File: config.mk
export PLATFORM = sky130hd
export DESIGN_NAME = uart_tx_scheduler_flat
export DESIGN_NICKNAME = d
export VERILOG_FILES = /design/src/rtl/uart_tx_scheduler_if.sv /design/src/rtl/uart_tx_scheduler.sv /design/src/flat_wrapper.sv
export SDC_FILE = /design/constraint.sdc
export NUM_CORES = 1
export LEC_CHECK = 0
export CORE_MARGIN = 2
export CORE_UTILIZATION = 45
export DETAILED_ROUTE_END_ITERATION = 10
export PLACE_DENSITY_LB_ADDON = 0.08
export SLEW_MARGIN = 20
export SYNTH_ARGS = -nofsm -noshare
export SYNTH_HDL_FRONTEND = slang
export SYNTH_SLANG_ARGS = --single-unit
File: constraint.sdc
create_clock -name hclk -period 3.8 [get_ports hclk]
set_clock_uncertainty 0.05 [all_clocks]
set_input_delay 1.14 -clock hclk [delete_from_list [all_inputs] [get_ports hclk]]
set_output_delay 1.14 -clock hclk [all_outputs]
set_load 0.005 [all_outputs]
File: src/rtl/uart_tx_scheduler_if.sv
// ============================================================================
// Module  : uart_tx_scheduler_if
// Brief   : Requester-side and transmitter-side signals of the UART TX scheduler
// Revision: 1.0 - initial release
// ============================================================================
`default_nettype none

interface uart_tx_scheduler_if #(
    parameter int NUM_REQ = 4
) ();
    localparam int GW = $clog2(NUM_REQ);

    logic [NUM_REQ-1:0]   req_valid;
    logic [NUM_REQ*8-1:0] req_data;
    logic [NUM_REQ-1:0]   req_ready;
    logic [7:0]           tx_data;
    logic                 tx_valid;
    logic                 tx_ready;
    logic                 tx_busy;
    logic                 txd_en;
    logic [GW-1:0]        grant_id;
    logic                 active;

    modport master (
        input  req_valid, req_data, tx_ready, tx_busy,
        output req_ready, tx_data, tx_valid, txd_en, grant_id, active
    );

    modport slave (
        output req_valid, req_data, tx_ready, tx_busy,
        input  req_ready, tx_data, tx_valid, txd_en, grant_id, active
    );
endinterface

`default_nettype wire

File: src/rtl/uart_tx_scheduler.sv
// ============================================================================
// Module  : uart_tx_scheduler
// Brief   : Round-robin byte arbiter in front of one UART TX, with RS-485 style
//           driver-enable lead/lag guard sequencing
// Revision: 1.0 - initial release
// ============================================================================
`default_nettype none

module uart_tx_scheduler #(
    parameter int NUM_REQ  = 4,
    parameter int LEAD_CYC = 16,
    parameter int LAG_CYC  = 32
) (
    input  logic                hclk,
    input  logic                hreset,
    uart_tx_scheduler_if.master bus
);
    localparam int GW   = $clog2(NUM_REQ);
    localparam int MAXC = (LEAD_CYC > LAG_CYC) ? LEAD_CYC : LAG_CYC;
    localparam int CW   = (MAXC > 1) ? $clog2(MAXC) : 1;
    localparam logic [CW-1:0] C_LEAD_LOAD = CW'((LEAD_CYC > 0) ? LEAD_CYC - 1 : 0);
    localparam logic [CW-1:0] C_LAG_LOAD  = CW'((LAG_CYC > 0) ? LAG_CYC - 1 : 0);

    typedef enum logic [2:0] {
        S_IDLE = 3'd0,
        S_LEAD = 3'd1,
        S_ARB  = 3'd2,
        S_SEND = 3'd3,
        S_WAIT = 3'd4,
        S_LAG  = 3'd5
    } state_t;

    state_t               r_state;
    state_t               w_state_nxt;
    logic [CW-1:0]        r_cnt, w_cnt_nxt;
    logic                 r_wait_first, w_wait_first_nxt;
    logic [GW-1:0]        r_ptr;
    logic [7:0]           r_tx_data;
    logic                 r_tx_valid;
    logic [NUM_REQ-1:0]   r_req_ready;
    logic [GW-1:0]        r_grant_id;
    logic                 r_active;

    logic                 w_any;
    logic                 w_found;
    logic [GW-1:0]        w_win;
    logic [7:0]           w_win_data;
    logic                 w_grant;

    assign w_any = |bus.req_valid;

    // Rotating priority search starting at the round-robin pointer.
    always_comb begin
        logic [GW-1:0] idx;
        idx        = '0;
        w_found    = 1'b0;
        w_win      = '0;
        w_win_data = '0;
        for (int k = 0; k < NUM_REQ; k++) begin
            idx = GW'((int'(r_ptr) + k) % NUM_REQ);
            if (!w_found && bus.req_valid[idx]) begin
                w_found = 1'b1;
                w_win   = idx;
            end
        end
        for (int i = 0; i < NUM_REQ; i++) begin
            if (w_win == GW'(i)) begin
                w_win_data = bus.req_data[8*i +: 8];
            end
        end
    end

    always_comb begin
        w_state_nxt      = r_state;
        w_cnt_nxt        = r_cnt;
        w_wait_first_nxt = 1'b0;
        case (r_state)
            S_IDLE: begin
                if (w_any) begin
                    if (LEAD_CYC == 0) begin
                        w_state_nxt = S_ARB;
                    end else begin
                        w_state_nxt = S_LEAD;
                        w_cnt_nxt   = C_LEAD_LOAD;
                    end
                end
            end
            S_LEAD: begin
                if (r_cnt != '0) begin
                    w_cnt_nxt = r_cnt - 1'b1;
                end else if (w_any) begin
                    w_state_nxt = S_ARB;
                end else begin
                    // Requester withdrew during the lead time: release the line normally.
                    w_state_nxt = (LAG_CYC == 0) ? S_IDLE : S_LAG;
                    w_cnt_nxt   = C_LAG_LOAD;
                end
            end
            S_ARB: begin
                w_state_nxt = S_SEND;
            end
            S_SEND: begin
                if (r_tx_valid && bus.tx_ready) begin
                    w_state_nxt      = S_WAIT;
                    w_wait_first_nxt = 1'b1;
                end
            end
            S_WAIT: begin
                // TX_BUSY only rises the cycle after accept, so the first WAIT cycle is skipped.
                if (!r_wait_first && !bus.tx_busy) begin
                    if (w_any) begin
                        w_state_nxt = S_ARB;
                    end else begin
                        w_state_nxt = (LAG_CYC == 0) ? S_IDLE : S_LAG;
                        w_cnt_nxt   = C_LAG_LOAD;
                    end
                end
            end
            S_LAG: begin
                if (w_any) begin
                    w_state_nxt = S_ARB;
                end else if (r_cnt == '0) begin
                    w_state_nxt = S_IDLE;
                end else begin
                    w_cnt_nxt = r_cnt - 1'b1;
                end
            end
            default: begin
                w_state_nxt = S_IDLE;
            end
        endcase
    end

    // The grant is registered on entry to ARB so REQ_READY and TX_DATA are visible during ARB.
    assign w_grant = (w_state_nxt == S_ARB) && w_found;

    always_ff @(posedge hclk) begin
        if (hreset) begin
            r_state      <= S_IDLE;
            r_cnt        <= '0;
            r_wait_first <= 1'b0;
            r_ptr        <= '0;
            r_tx_data    <= '0;
            r_tx_valid   <= 1'b0;
            r_req_ready  <= '0;
            r_grant_id   <= '0;
            r_active     <= 1'b0;
        end else begin
            r_state      <= w_state_nxt;
            r_cnt        <= w_cnt_nxt;
            r_wait_first <= w_wait_first_nxt;
            r_tx_valid   <= (w_state_nxt == S_SEND);
            r_active     <= (w_state_nxt != S_IDLE);
            r_req_ready  <= '0;
            if (w_grant) begin
                r_req_ready <= {{(NUM_REQ-1){1'b0}}, 1'b1} << w_win;
                r_tx_data   <= w_win_data;
                r_grant_id  <= w_win;
                r_ptr       <= (w_win == GW'(NUM_REQ - 1)) ? '0 : w_win + 1'b1;
            end
        end
    end

    assign bus.tx_data   = r_tx_data;
    assign bus.tx_valid  = r_tx_valid;
    assign bus.req_ready = r_req_ready;
    assign bus.grant_id  = r_grant_id;
    assign bus.active    = r_active;
    assign bus.txd_en    = r_active;

endmodule

`default_nettype wire

File: src/flat_wrapper.sv
// flat-port wrapper written by rule: the top's interface ports become plain ports
module uart_tx_scheduler_flat 
#(
    parameter int NUM_REQ  = 4,
    parameter int LEAD_CYC = 16,
    parameter int LAG_CYC  = 32
)
  (hclk, hreset, bus_req_valid, bus_req_data, bus_tx_ready, bus_tx_busy, bus_req_ready, bus_tx_data, bus_tx_valid, bus_txd_en, bus_grant_id, bus_active);
  uart_tx_scheduler_if #(.NUM_REQ(NUM_REQ)) bus_i ();
  input  logic hclk;
  input  logic hreset;
  input wire logic [$bits(bus_i.req_valid)-1:0] bus_req_valid;
  input wire logic [$bits(bus_i.req_data)-1:0] bus_req_data;
  input wire logic [$bits(bus_i.tx_ready)-1:0] bus_tx_ready;
  input wire logic [$bits(bus_i.tx_busy)-1:0] bus_tx_busy;
  output wire logic [$bits(bus_i.req_ready)-1:0] bus_req_ready;
  output wire logic [$bits(bus_i.tx_data)-1:0] bus_tx_data;
  output wire logic [$bits(bus_i.tx_valid)-1:0] bus_tx_valid;
  output wire logic [$bits(bus_i.txd_en)-1:0] bus_txd_en;
  output wire logic [$bits(bus_i.grant_id)-1:0] bus_grant_id;
  output wire logic [$bits(bus_i.active)-1:0] bus_active;
  assign bus_i.req_valid = bus_req_valid;
  assign bus_i.req_data = bus_req_data;
  assign bus_i.tx_ready = bus_tx_ready;
  assign bus_i.tx_busy = bus_tx_busy;
  assign bus_req_ready = bus_i.req_ready;
  assign bus_tx_data = bus_i.tx_data;
  assign bus_tx_valid = bus_i.tx_valid;
  assign bus_txd_en = bus_i.txd_en;
  assign bus_grant_id = bus_i.grant_id;
  assign bus_active = bus_i.active;
  uart_tx_scheduler #(.NUM_REQ(NUM_REQ), .LEAD_CYC(LEAD_CYC), .LAG_CYC(LAG_CYC)) u_core (.hclk(hclk), .hreset(hreset), .bus(bus_i));
endmodule
==> results_dict.tcl, run 1 <==
set metrics [dict create \
    power_leakage_nw 0.866 \
    cp.required_ns 3.91 \
    vias 1744 \
    grt_max_degree 22 \
    via_per_inst 5.64 \
    drive_gt1_share_pct 9.20 \
    synthAdderAreaFrac_pct 4.45 \
    cts.sinks 27 \
    ys_ff_latch 27 \
    firstDrtPassIters 4 \
    first_global_vias 1661 \
    max-slew-margin-rel_pct 47.3 \
    netlist.top_cell.by_area "dfxtp_1" \
    dp_hpwl_um 3250 \
    clk_pin_slew_ns 0.09 \
    maxCapViolations 0 \
    detail-route-antenna-nets 0 \
    layout.cells.non_filler 309 \
    synth-compound-area-share_pct 31.3 \
    synthSimpleGateAreaFrac_pct 24.5 \
    max_freq_ghz 0.300 \
    finalCritPeriodShare_pct 87.8 \
    post_synth_most_frequent_cells "a21oi_1, dfxtp_1, nor2_1" \
    worst_pin_slew_ns 0.789 \
    die_area_um2 4250 \
    grt_pass1_wl_um 7370 \
    ios 57 \
    antenna_cells 0 \
    postCtsSetupBuffers 0 \
    post_cts.resized_instances 0 \
    antenna_found_initial 0 \
    hold_violations 0 \
    numPortBuffers 56 \
    finalCriticalPeriod_ns 3.34 \
    rows 22 \
    status "complete, no violations" \
    htree_levels 1 \
    fin_tns_setup_ns 0 \
    synth-xor-area-share_pct 0 \
    worstSetupPathType "input port to flip-flop" \
    gp_congestion 0.839 \
    clockBufferDepth 2 \
    muxShareOfSynthArea_pct 0 \
    synthesis.instances 212 \
    seqCellArea_um2 541 \
    drt_iter0_drc 185 \
    synth_area_um2 1690 \
    crit_path_max_fanout 16 \
    dp_cells 305 \
    syn_nets 258 \
    die_x_um 65.2 \
    die_h_um 65.2 \
    syn2layout_area_growth_pct 37.6 \
    coreArea_um2 3630 \
    drcViolationCount 0 \
    synthFlopType "dfxtp_1" \
    drt_wl_total_um 4280 \
    fin_util_pct 63.9 \
    worstSetupStartpointType "input port" \
    yosysUniqueCellTypes 48 \
    synth_area_leaders "dfxtp_1, a21oi_1, nor2_1" \
    setup_violations 0 \
    multi_input_area_um2 1020 \
    insertion_delay_ns 0.27 \
    hold_path.class "flip-flop to flip-flop" \
    start_util_pct 46.4 \
    synth.most_common_cell "a21oi_1" \
    overflow 0 \
    rsz0062_at_grt "false" \
    cts_buffers 3 \
    synth_top_family_by_area "compound AO/OA/AOI/OAI gates" \
    power_density_nw_per_um2 380 \
    cts_hold_buf 0 \
    syn_avg_cell_area_um2 7.96 \
    synth_top_area_share_pct 32.0 \
    arrival_ns 3.45 \
    yosysSeqAreaShare_pct 32.0 \
    vdd_ir_drop_max_uv 155 \
    grt_use_total_pct 21.6 \
    synth-edff-count 0 \
    end_kind "flip-flop" \
    drt-wirelength-per-cell_um 13.8 \
    cts_tree "yes" \
    synth_warnings 0 \
    async_reset_ff_share_pct 0 \
    cts_root_buf "clkbuf_8" \
    nFillCells 320 \
    report.final.slew_viol_count 0 \
    nets 308 \
]
## layer usage
metal | vias up | wire (µm) | global-route usage, %
li1 | 878 | - | -
met1 | 788 | 2070 | 29.4
met2 | 74 | 1930 | 34.2
met3 | 4 | 244 | 3.77
met4 | 0 | 40 | 7.81
met5 | - | 0 | 0
## registers in the layout, summed over array words and instances, names as in the netlist
signal / count
u_core.r_cnt: 5
u_core.r_state: 3
u_core.r_ptr: 2
u_core.bus.tx_valid: 1
u_core.bus.tx_data: 8
u_core.bus.grant_id: 2
u_core.r_wait_first: 1
u_core.bus.req_ready: 4
u_core.bus.active: 1
## per-stage QoR
step	instance area [µm²]	hold slack, ns	setup WS, ns	total power, W
4_1_cts	2320	0.416	0.478	0.000887
3_5_place_dp	2270	0.404	0.196	0.000726
2_1_floorplan	1690	0.403	0.610	0.000593
6_report	2320	0.413	0.463	0.000883
5_1_grt	2320	0.436	0.259	0.000952
3_3_place_gp	2270	0.398	0.187	0.000724
## power by group
part	switching, W	leakage (nW)	internal [W]
Clock	0.0000879	0.0255	0.0000734
Combinational	0.000173	0.620	0.000183
Sequential	0.0000484	0.221	0.000318
## logic make-up (layout without fill, tap and decap cells)
| kind of cell | count (synthesis) | after routing |
|---|---|---|
| buffers and inverters | 32 | 81 |
| and+or+nand+nor | 76 | 76 |
| AOI/OAI and AO/OA | 71 | 71 |
| adders and majority gates | 6 | 6 |
| DFF | 27 | 27 |
## path summary, 6_finish.rpt
kind / start / to / slack (ns) / depth (start not counted)
setup reg to reg: u_core.r_cnt[0] / u_core.r_ptr[0] / 1.39 / 7
setup / recovery: bus_req_valid[1] / u_core.bus.tx_data[2] / 0.46 / 9
hold reg to reg: u_core.bus.grant_id[0] / u_core.bus.grant_id[0] / 0.41 / 2
hold / removal: u_core.bus.grant_id[0] / u_core.bus.grant_id[0] / 0.41 / 2
## worst max-delay path: stages
cell and delay, ns:
clkdlybuf4s50_1 0.60, nand2b_1 0.14, a21oi_1 0.06, a211o_1 0.35
inv_2 0.11, ha_1 0.55, a21oi_1 0.08, a221oi_1 0.32
nor3_1 0.09
## placed cells by master, fill, tap and decap left out, types with 4 or more instances in the layout
master / n
a221o_1: 7
inv_1: 15
o21ai_0: 4
buf_4: 5
nor3_1: 13
a21oi_1: 28
ha_1: 6
a211o_1: 4
a221oi_1: 4
nand2b_1: 5
clkdlybuf4s50_1: 56
nand2_1: 13
nand3_1: 7
nor4_1: 4
nor2_1: 21
dfxtp_1: 27
## layout make-up
class	instances	area share (%)
clock buffers	3	1.78
clock inverters	1	0.216
inverters	16	2.59
multi-input cells	153	43.8
flip-flops and latches	27	23.3
well taps	48	2.59
repair buffers	61	25.8
Note: power is estimated with default switching activity, not from simulation.
==> run 2: changes to the inputs <==
Settings changed: CORE_MARGIN 2 to unset, HOLD_SLACK_MARGIN set to 0.06, TNS_END_PERCENT set to 20.
==> results_dict.tcl, run 2 (synthesis gave the netlist of run 1 again) <==
set metrics [dict create \
    finalCritPeriodShare_pct 88.0 \
    clockBufferDepth 2 \
    numPortBuffers 56 \
    rows 21 \
    gp_congestion 0.872 \
    critical_path.top_delay_family "compound AO/OA/AOI/OAI gates" \
    post_cts.resized_instances 0 \
    setup_violations 0 \
    antenna_found_initial 0 \
    finalCriticalPeriod_ns 3.35 \
    worst-path-stages 9 \
    cts_hold_buf 0 \
    first_global_vias 1528 \
    max-slew-margin-rel_pct 57.1 \
    grt_pass1_wl_um 6820 \
    firstDrtPassIters 4 \
    fin_tns_setup_ns 0 \
    drive_gt1_share_pct 9.89 \
    start_util_pct 48.6 \
    seqCellArea_um2 541 \
    syn2layout_area_growth_pct 38.4 \
    layout_commonest_cell "clkdlybuf4s50_1" \
    fin_util_pct 67.3 \
    final_design_area_no_fill_um2 2330 \
    mostFrequentLayoutCells "clkdlybuf4s50_1, a21oi_1, dfxtp_1" \
    multi_input_area_um2 1020 \
    drcViolationCount 0 \
    maxCapViolations 0 \
    cts_tree "yes" \
    rsz0062_at_grt "false" \
    vias 1692 \
    grt_max_degree 22 \
    cp.buffers_inverters 2 \
    cpPeakStageDelay_ns 0.60 \
    clk_pin_slew_ns 0.09 \
    slowest_stage "clkdlybuf4s50_1" \
    drt_wl_total_um 4050 \
    grt_use_total_pct 21.1 \
    coreArea_um2 3470 \
    report.final.slew_viol_count 0 \
    postCtsSetupBuffers 0 \
    die_area_um2 4000 \
    via_per_inst 5.48 \
    nets 310 \
    cts_buffers 3 \
    hold_path.class "flip-flop to flip-flop" \
    end_kind "flip-flop" \
    largest_reg_flops 8 \
    antenna_cells 0 \
    overflow 0 \
    htree_levels 1 \
    hold_violations 0 \
    drt_iter0_drc 163 \
    power_leakage_nw 0.876 \
    cp.required_ns 3.91 \
    holdPathStages 2 \
    vdd_ir_drop_max_uv 274 \
    cts.sinks 27 \
    arrival_ns 3.46 \
    worstSetupStartpointType "input port" \
    drt-wirelength-per-cell_um 13.1 \
    max_freq_ghz 0.299 \
    crit_path_max_fanout 16 \
    detail-route-antenna-nets 0 \
    dp_hpwl_um 3110 \
    worstSetupPathType "input port to flip-flop" \
    insertion_delay_ns 0.27 \
    reg2reg_depth 7 \
    worst_pin_slew_ns 0.643 \
    path_cells "clkdlybuf4s50_1, a21oi_1, o21a_1, o22ai_1, inv_1, ha_1, a221o_1, a221oi_1, nor3_1" \
    die_h_um 63.2 \
    ios 57 \
    cts_root_buf "clkbuf_8" \
    nFillCells 303 \
    power_density_nw_per_um2 379 \
    place_area_um2 2290 \
    die_x_um 63.2 \
    status "complete, no violations" \
]
[run 2: cell count changes in the layout (fill, tap and decap cells not counted)]
cell   previous run  this run
buf_4             5         7
[run 2: area by class of cell]
| cell class | instances | area share (%) |
|---|---|---|
| Clock inverter | 1 | 0.214 |
| Timing Repair Buffer | 63 | 26.3 |
| Clock buffer | 3 | 1.77 |
| Sequential cell | 27 | 23.2 |
| Tap cell | 46 | 2.47 |
| Multi-Input combinational cell | 153 | 43.5 |
| Inverter | 16 | 2.57 |
[run 2: where the power goes]
| part | switching [W] | internal (W) | total (W) |
|---|---|---|---|
| logic | 0.000169 | 0.000185 | 0.000354 |
| clock network | 0.0000910 | 0.0000736 | 0.000165 |
| registers | 0.0000477 | 0.000318 | 0.000366 |
[run 2: path summary, 6_finish.rpt]
check                               from                       to  slack, ns
setup / recovery        bus_req_valid[0]    u_core.bus.tx_data[4]       0.45
hold / removal    u_core.bus.grant_id[0]   u_core.bus.grant_id[0]       0.41
setup reg to reg         u_core.r_cnt[0]  u_core.bus.req_ready[0]       1.49
hold reg to reg   u_core.bus.grant_id[0]   u_core.bus.grant_id[0]       0.41
[run 2: worst register-to-register path, delay by kind of cell (launching register included)]
family | cells | cell delay, ns
AND/OR/NAND/NOR | 4 | 1.03
AO/OA/AOI/OAI | 1 | 0.50
buffers and inverters | 1 | 0.11
flip-flops | 1 | 0.34
adder cells (fa/ha/maj) | 1 | 0.23
[run 2: metal layers]
metal	GRT usage (%)	vias to the layer above	routed length (µm)	part of all wire, %
li1	-	881	-	-
met1	26.8	756	1870	46
met2	36.3	48	1950	48
met3	3.99	7	180	4.4
met4	5.68	0	50	1.2
met5	0	-	0	0
[run 2: metrics by stage]
step | hold WS (ns) | total power, W | setup WS, ns | std cells
final | 0.413 | 0.000884 | 0.455 | 309
after detailed placement | 0.400 | 0.000725 | 0.141 | 305
after CTS | 0.413 | 0.000890 | 0.435 | 309
after global placement | 0.398 | 0.000724 | 0.178 | 305
after floorplan | 0.403 | 0.000593 | 0.610 | 212
after global routing | 0.440 | 0.000949 | 0.223 | 309
